## src/rtl/shared_reg_arbiter.sv

```systemverilog
// Round-robin owner arbitration for one shared WIDTH-bit register among four requesters.
// Grant is visible one cycle after the request edge; every handoff has a single idle bubble.
// Backpressure: non-owner requests wait (level Req). Define ARB_TIMEOUT_EN to reclaim after MAX_HOLD cycles.
module shared_reg_arbiter #(
    parameter int WIDTH    = 8,
    parameter int MAX_HOLD = 4
) (
    input  logic               Clk,
    input  logic               Reset,
    input  logic [3:0]         Req,
    input  logic [3:0]         We,
    input  logic [4*WIDTH-1:0] D,
    output logic [3:0]         Gnt,
    output logic [WIDTH-1:0]   Q,
    output logic [1:0]         Owner,
    output logic               Busy,
    output logic               Timeout
);

    typedef enum logic [1:0] {IDLE, OWNED, RELEASE} state_t;

    if (MAX_HOLD < 2) begin : g_bad_max_hold
        $error("MAX_HOLD must be at least 2");
    end

    state_t     state_q, state_d;
    logic [1:0] ptr_q, ptr_d;
    logic [1:0] owner_d;
    logic [1:0] pick;
    logic [1:0] idx;
    logic       found;
    logic       do_write;
    logic       forced;
    logic [3:0] eligible;
    logic [3:0] gnt_d;

`ifdef ARB_TIMEOUT_EN
    localparam int HW = (MAX_HOLD > 2) ? $clog2(MAX_HOLD) : 1;
    logic [HW-1:0] hold_q;
    logic [3:0]    lockout_q, lockout_d;

    assign eligible = Req & ~lockout_q;
    assign forced   = (state_q == OWNED) && Req[Owner] && (hold_q == HW'(MAX_HOLD - 1));

    always_comb begin
        lockout_d = lockout_q & Req;
        if (forced) lockout_d[Owner] = 1'b1;
    end

    // Counter sits at 0 outside OWNED, so it reads 0 on the first owned cycle.
    always_ff @(posedge Clk or posedge Reset) begin
        if (Reset) begin
            hold_q    <= '0;
            lockout_q <= '0;
            Timeout   <= 1'b0;
        end else begin
            hold_q    <= (state_q == OWNED) ? hold_q + 1'b1 : '0;
            lockout_q <= lockout_d;
            Timeout   <= forced;
        end
    end
`else
    assign eligible = Req;
    assign forced   = 1'b0;
    assign Timeout  = 1'b0;
`endif

    // First eligible requester at or after ptr, wrapping mod 4.
    always_comb begin
        found = 1'b0;
        pick  = ptr_q;
        idx   = ptr_q;
        for (int i = 0; i < 4; i++) begin
            idx = ptr_q + 2'(i);
            if (!found && eligible[idx]) begin
                found = 1'b1;
                pick  = idx;
            end
        end
    end

    always_comb begin
        state_d  = state_q;
        ptr_d    = ptr_q;
        owner_d  = Owner;
        do_write = 1'b0;
        case (state_q)
            IDLE, RELEASE: begin
                if (found) begin
                    state_d = OWNED;
                    owner_d = pick;
                end else begin
                    state_d = IDLE;
                end
            end
            OWNED: begin
                if (!Req[Owner]) begin
                    state_d = RELEASE;
                    ptr_d   = Owner + 2'd1;
                end else begin
                    do_write = We[Owner];
                    if (forced) begin
                        state_d = RELEASE;
                        ptr_d   = Owner + 2'd1;
                    end
                end
            end
            default: state_d = IDLE;
        endcase
        gnt_d = (state_d == OWNED) ? 4'(4'b0001 << owner_d) : 4'b0000;
    end

    always_ff @(posedge Clk or posedge Reset) begin
        if (Reset) begin
            state_q <= IDLE;
            ptr_q   <= 2'd0;
            Owner   <= 2'd0;
            Gnt     <= 4'b0000;
            Q       <= '0;
        end else begin
            state_q <= state_d;
            ptr_q   <= ptr_d;
            Owner   <= owner_d;
            Gnt     <= gnt_d;
            if (do_write) Q <= D[Owner*WIDTH +: WIDTH];
        end
    end

    assign Busy = |Gnt;

endmodule

```

## config.mk

```make
export PLATFORM = sky130hd
export DESIGN_NAME = shared_reg_arbiter
export DESIGN_NICKNAME = d
export VERILOG_FILES = /design/src/rtl/shared_reg_arbiter.sv
export SDC_FILE = /design/constraint.sdc
export NUM_CORES = 1
export LEC_CHECK = 0
export ABC_AREA = 1
export BUFFER_PORTS_ARGS = -buffer_cell sky130_fd_sc_hd__buf_2
export CAP_MARGIN = 20
export CORE_AREA = 2 2 48 73
export DETAILED_ROUTE_END_ITERATION = 12
export DIE_AREA = 0 0 50 75
export GPL_TIMING_DRIVEN = 0
export PLACE_DENSITY = 0.73
export SYNTH_ARGS = -nofsm -noshare
export SYNTH_HDL_FRONTEND = slang
export SYNTH_SLANG_ARGS = --single-unit
```

## constraint.sdc

```tcl
create_clock -name Clk -period 2.1 [get_ports Clk]
set_clock_uncertainty 0.05 [all_clocks]
set_input_delay 0.42 -clock Clk [delete_from_list [all_inputs] [get_ports Clk]]
set_output_delay 0.42 -clock Clk [all_outputs]
set_load 0.005 [all_outputs]
```

==> flow_results.org, run 1 <==
** Drt
- Vias per inst :: 5.07
- Detail-routed net length per standard cell :: between 10 and 15 um
- Antenna Nets Post-Route :: 0
- Across all layers, the routed design uses 1562 vias.
- For this run, the detailed router's first-pass iteration total came to 4.
- Drt drc :: 0
- For this block, the routed nets add up to 3730 um of wire.
- The first routing iteration left 32 violations.

** STA
- Dividing the final minimum period by the clock period gives 0.866.
- Min Hold Slack :: 0.199 ns
- Max Freq :: around 550 MHz
- Setup repair after global routing left no endpoint under its margin.
- Final critical path time including I/O delays and setup :: 1.82 ns
- The number of max-slew violations in the final report was 0.
- The worst pin sits at a relative slew slack of 0.549.
- Summed over all failing endpoints, the final setup total negative slack is 0 ns.
- Setup violations remaining at the end of the flow were counted as 0.
- Pin slew with the least headroom to its limit :: roughly 0.68 ns
- Final number of hold-violating endpoints :: 0
- After layout, the worst setup slack is 0.282 ns.

** CTS
- Number of clock sinks :: 18
- Resized Gates After CTS :: 0
- The number of clock buffers added by TritonCTS is 3.
- The root buffer cell chosen for the clock tree is clkbuf_8.
- Clock latency on the worst-skew pair, taken at its later pin, is 0.26 ns.
- Post-CTS Setup Inserts :: 0
- TritonCTS built the clock tree.
- Clk slew on worst S/H paths :: 0.07 ns
- H-tree level count :: 1
- Hold-fix buffer count after cts :: 0
- The clock passes through at most 2 buffers.

** Flow run
- Max-cap violations in this run came to 0.

** Synth
- When the netlist entered floorplanning its net count stood at 250.
- Synthesized area divided by synthesized cell count :: 6.92 um^2
- The cell area that synthesis handed to floorplanning was ~1400 um^2.
- Count of state elements after synthesis :: 18
- Counting distinct cell types in the post-synthesis netlist gives 25.
- Synthesis produced a netlist whose cell count is 208.
- Seq/Total Area, Yosys :: 0.313
- For this run, the number of Yosys warnings is 0.

** Place
- During placement, the flow inserted port buffers numbering 56.
- Total half-perimeter wirelength after legalization and detailed placement :: 3040 um
- The congestion estimate from routability-driven global placement came to about 0.8.
- Post-place setup slack :: 0.279 ns

** Min path
- The worst hold path belongs to the class in2async.

** Global routing
- For this run, global-route usage on met3 was measured as 0.0317.
- Global-route wire length before repair :: 6190 um
- Global-route congestion overflow total :: 0
- In the global route stage, met1 resource usage came out at 0.218.
- GRT Max-Usage Layer :: met2
- Number of global-route vias before repair :: 1492
- The number of antenna violations at the first check in global routing is 0.
- In the global route stage, met2 resource usage came out at 0.415.
- Entering global routing, the biggest net connects 19 pins.
- For this run, the total global-route usage over all layers was measured as 0.218.

** Die
- For this design the top-level I/O count stands at 58.
- In this run the vertical extent of the chip is ~75 um.
- The die covers 3750 um^2.
- In this run the standard cell core region covers 3100 um^2.
- The die is 50 um wide.
- For this configuration, the core starts out at a cell density of 0.465.
- Cell Rows :: 25

** Layout
- After filler insertion, the fill cell instance count of the layout stands at 306.
- Leaving out fill and tap cells, the most frequent cells in the layout are nand2_1, buf_2, nor2_1.
- Area Overhead vs Synth :: 26.8%
- After the last flow step, the layout net total stands at 311.
- Commonest non-fill, non-tap cell in the layout :: nand2_1
- Antenna diode count :: 0
- In the final layout, the share of cells above drive strength 1 is 0.373.

** Critical path
- Of all nets on the critical path, the largest fanout is 10.
- The worst setup path is launched from a flip-flop.
- Data on the critical path is required at its endpoint by 2.20 ns.
- The setup path with the least slack is of type reg2reg.
- Critical Path End Type :: flip-flop
- Arrival @ worst endpoint :: about 1.9 ns

** Power
- VDD sags by at most 0.000696 V.
- For this design the ratio of total power to cell area is 1590 nW/um^2.
- Leakage component of the power :: between 0.9 and 1 nW

** Status
- The flow ran to the end, and the final reports show no timing, DRC or antenna violations.
[state kept, by name, summed over array words and instances (netlist names)]
name / count
state_q: 2
ptr_q: 2
Owner: 2
Q: 8
Gnt: 4
[cell usage after synthesis]
master    count  share of area
buf_2         1         0.0035
nand2_1      58           0.15
o21ai_4       1          0.011
nor3_1        1         0.0035
nor2_4        3          0.023
conb_1        1         0.0026
o21ai_0      20          0.070
nand2_4       5          0.039
nand3_4       1          0.012
nand3_1      20          0.070
o22ai_1       8          0.035
buf_4         1         0.0052
nand2_2      15          0.065
nand3_2       4          0.028
clkbuf_1      5          0.013
o21ai_1       1         0.0035
dfrtp_1      18           0.31
a21oi_2       3          0.018
a21oi_1       3          0.010
nor2_1       21          0.055
buf_6         3          0.023
inv_2         3         0.0078
nand4_1       2         0.0087
inv_1         9          0.023
or4_1         1         0.0052
[critical path, stage by stage (launching register included)]
cell and delay, ns:
dfrtp_1 0.48, inv_1 0.13, clkbuf_1 0.33, nand2_1 0.10, nand3_1 0.28, nand2_2 0.19, nand2_1 0.10, nand2_1 0.05
[layer usage]
metal | part of all wire | vias to the layer above
met1 | 0.38 | 695
li1 | - | 804
met2 | 0.53 | 50
met3 | 0.046 | 13
met4 | 0.045 | 0
met5 | 0 | -
[report_power, final]
group	internal [mW]	leakage [nW]	switching (mW)
combinational	0.715	0.723	1.28
clock	0.167	0.0288	0.122
sequential	0.504	0.227	0.108
[through the flow]
| stage | instances | util | cell area [um^2] | total power [mW] |
|---|---|---|---|---|
| floorplan | 208 | - | 1440 | 2.13 |
| global placement | 304 | 0.572 | 1770 | 2.59 |
| detailed placement | 304 | 0.572 | 1770 | 2.63 |
| CTS | 308 | 0.589 | 1830 | 2.92 |
| global route | 308 | 0.589 | 1830 | 3.19 |
| finish | 308 | 0.589 | 1830 | 2.90 |
[worst paths after layout]
path / start / endpoint / slack (ns) / cells past startpoint
worst max-delay path: Owner[0] / Q[3] / 0.28 / 7
worst min-delay path: Reset / Gnt[3] / 0.20 / 2
worst max register to register: Owner[0] / Q[3] / 0.28 / 7
worst min register to register: Q[6] / Q[6] / 0.42 / 2
max in group asynchronous: Reset / state_q[0] / 1.37 / 2
min in group Clk: Q[6] / Q[6] / 0.42 / 2
[logic make-up after synthesis]
| group | share of synthesized area |
|---|---|
| and+or+nand+nor | 0.460 |
| AOI/OAI and AO/OA | 0.148 |
| buffers and inverters | 0.0765 |
| DFF | 0.313 |
| other | 0.00260 |
[area by class of cell]
class	count	area (um^2)	share of cell area
buffer	10	65.1	0.0356
clock buffer	4	55.1	0.0302
inverter	12	45.0	0.0247
multi-input combinational	168	880	0.482
sequential	18	450	0.247
tap	40	50.0	0.0274
timing repair buffer	56	280	0.154
(Power assumes the default switching activity.)
==> inputs of run 2 (changes only) <==
Settings changed: CORE_AREA 2 2 48 73 to 2 2 47 71, CTS_BUF_LIST from default to sky130_fd_sc_hd__clkbuf_4, DIE_AREA 0 0 50 75 to 0 0 49 73, PLACE_DENSITY 0.73 to 0.76.
==> flow_results.org, run 2 (same netlist as run 1, synthesis figures left out) <==
** Critical path
- The endpoint kind of the worst setup timing path is a primary output (was flip-flop).
- The required time at the worst-slack endpoint was 1.63 ns (was 2.20 ns).
- The critical register-to-register path startpoint is Owner[0] (unchanged).
- The register-to-register setup slack came to 0.33 ns (was 0.28 ns).
- Arrival @ worst endpoint :: 1.31 ns (was 1.92 ns)
- Cell depth of the worst flop-to-flop path :: 8 (was 7)
- CP startpoint kind :: flip-flop (unchanged)
- Endpoint of the lowest-slack register-to-register path :: Q[3] (unchanged)
- Critical path type :: reg2out (was reg2reg)
- Critical Path Source :: Gnt[1] (was Owner[0])
- Timing endpoint of the critical path :: Busy (was Q[3])
- Maximum fanout along the worst path :: 2 (was 10)

** CTS
- Resized Gates After CTS :: 0 (unchanged)
- Clock tree root driver cell :: clkbuf_4 (was clkbuf_8)
- Number of buffers inserted during clock tree synthesis :: 3 (unchanged)
- Hold-fix buffer count after cts :: 0 (unchanged)
- The total number of H-tree levels came to 1 (unchanged).
- Max Root-Sink Buffers :: 2 (unchanged)
- TritonCTS clock tree :: yes (unchanged)
- The later-pin clock latency in the skew report came to 0.29 ns (was 0.26 ns).
- Number of clock sinks :: 18 (unchanged)
- Clk slew on worst S/H paths :: 0.10 ns (was 0.07 ns)
- The post-CTS setup buffer count was 0 (unchanged).

** Global routing
- The number of antenna violations at the first check in global routing is 0 (unchanged).
- Total global-route track usage :: 0.224 (was 0.218)
- Number of global-route vias before repair :: 1546 (was 1492)
- Pin count of the biggest net entering global routing :: 19 (unchanged)
- Global-route wire length before repair :: 6220 um (was 6190 um)
- The total congestion overflow after global routing was 0 (unchanged).

** Power
- The reported leakage power came to 0.965 nW (was 0.978 nW).
- The maximum vdd drop was 0.000809 V (was 0.000696 V).
- The combinational group share of total power was 0.719 (was 0.689).
- Total internal power :: 1.29 mW (was 1.39 mW)
- The relative contribution of sequential cells to total power is 0.219 (was 0.211).
- Clock network fraction of total power :: 0.062 (was 0.100)
- The switching share of power was 0.538 (was 0.522).
- The total power divided by cell area was 1550 nW/um^2 (was 1590 nW/um^2).
- The switching component of the power was 1.50 mW (was 1.51 mW).

** Die
- Starting utilization of the core area :: 0.475 (was 0.465)
- Top-level port count :: 58 (unchanged)
- The area of the core region was 3030 um^2 (was 3100 um^2).
- Total Die Area :: 3580 um^2 (was 3750 um^2)
- Die Y-Extent :: 73 um (was 75 um)
- The standard-cell row count was 25 (unchanged).
- The width of the chip came to 49 um (was 50 um).

** STA
- The sum of negative setup slack is 0 ns (unchanged).
- Setup repair after global routing missed its margin: false (unchanged).
- The share of the cycle needed by the critical path after routing is 0.849 (was 0.866).
- Final number of hold-violating endpoints :: 0 (unchanged)
- The number of max-slew violations in the final report is 0 (unchanged).
- Pin slew with the least headroom to its limit :: 0.659 ns (was 0.676 ns)
- Crit path setup slack, layout :: 0.316 ns (was 0.282 ns)
- Max Freq :: 561 MHz (was 550 MHz)
- Max-slew headroom :: 0.560 (was 0.549)
- Final critical path time including I/O delays and setup :: 1.78 ns (was 1.82 ns)
- Final setup vio count :: 0 (unchanged)

** Layout
- Max FFs per register :: 8 (unchanged)
- The register bank with the most flops was Q (unchanged).
- The count of fill cells added during filler insertion is 309 (was 306).
- The final instance area came to 1800 um^2 (was 1830 um^2).
- Area Overhead vs Synth :: 24.8% (was 26.8%)
- The total number of nets in the final design is 311 (unchanged).
- Largest registers: Q x8, Gnt x4 (unchanged).
- Commonest non-fill, non-tap cells in the layout :: nand2_1, buf_2, nor2_1 (unchanged)
- The most common library cell in the layout ignoring fill and taps was nand2_1 (unchanged).
- The layout cell share with drive strength beyond 1 is 0.369 (was 0.373).
- The antenna cell count is 0 (unchanged).

** Flow run
- The max capacitance violation total came to 0 (unchanged).

** Drt
- The total iterations of the first detailed-routing run was 4 (unchanged).
- The routed wire length is 3650 um (was 3730 um).
- The DRC violation count after routing is 0 (unchanged).
- Vias per inst :: 5.19 (was 5.07)
- Count of routing violations after the opening detailed-route iteration :: 56 (was 32)
- The post-detailed-route wirelength per cell came to 11.8 um (was 12.1 um).
- Antenna Nets Post-Route :: 0 (unchanged)
- The count of vias placed by the detailed router is 1599 (was 1562).

** Min path
- Worst hold path type :: in2async (unchanged)

** Place
- The worst slack at placement was 0.263 ns (was 0.279 ns).
- Total half-perimeter wirelength after legalization and detailed placement :: 3000 um (was 3040 um)
- The final RePlAce weighted congestion came to 0.847 (was 0.778).
- Port Buffers :: 56 (unchanged)
- The post-placement cell area is 1770 um^2 (unchanged).

** Status
- Outcome: completed (unchanged).
## run 2: per-stage QoR
| stage | hold WS (ns) | instances | utilization | power, mW |
|---|---|---|---|---|
| 6_report | 0.147 | 308 | 0.592 | 2.79 |
| 3_5_place_dp | 0.408 | 304 | 0.584 | 2.63 |
| 2_1_floorplan | 0.309 | 208 | - | 2.13 |
| 3_3_place_gp | 0.404 | 304 | 0.584 | 2.59 |
| 5_1_grt | 0.193 | 308 | 0.592 | 3.09 |
| 4_1_cts | 0.158 | 308 | 0.592 | 2.81 |
## run 2: per-layer routing
layer / GRT usage / wire, um
met2: 0.440 / 1920
met4: 0.162 / 177
met1: 0.217 / 1350
met5: 0 / 0
met3: 0.0143 / 199
## run 2: power by group through the flow
stage / clock [mW] / sequential (mW) / combinational (mW)
floorplan: 0 / 0.613 / 1.52
global placement: 0 / 0.611 / 1.98
detailed placement: 0 / 0.618 / 2.01
CTS: 0.180 / 0.613 / 2.01
global route: 0.190 / 0.636 / 2.27
finish: 0.173 / 0.612 / 2.00
## run 2: critical path: stages (launching register included)
cell and delay, ns:
dfrtp_1 0.38, or4_1 0.50, buf_2 0.14
## run 2: how the worst min path moves through the flow
| stage | depth (start not counted) | to | slack [ns] | startpoint |
|---|---|---|---|---|
| after global routing | 2 | Gnt[0] | 0.19 | Reset |
| after CTS | 2 | Gnt[0] | 0.16 | Reset |
| after floorplan | 1 | Gnt[0] | 0.31 | Reset |
| after detailed placement | 2 | Q[7] | 0.41 | Q[7] |
| after global placement | 2 | Q[0] | 0.40 | Q[0] |
| final | 2 | Gnt[0] | 0.15 | Reset |
## run 2: layout make-up
type                            count  area (um^2)  share of cell area
Buffer                             10         65.1              0.0362
Clock buffer                        3         22.5              0.0125
Clock inverter                      1         3.75             0.00209
Inverter                           12         45.0              0.0251
Multi-Input combinational cell    168          880               0.490
Sequential cell                    18          450               0.251
Tap cell                           40         50.0              0.0279
Timing Repair Buffer               56          280               0.156
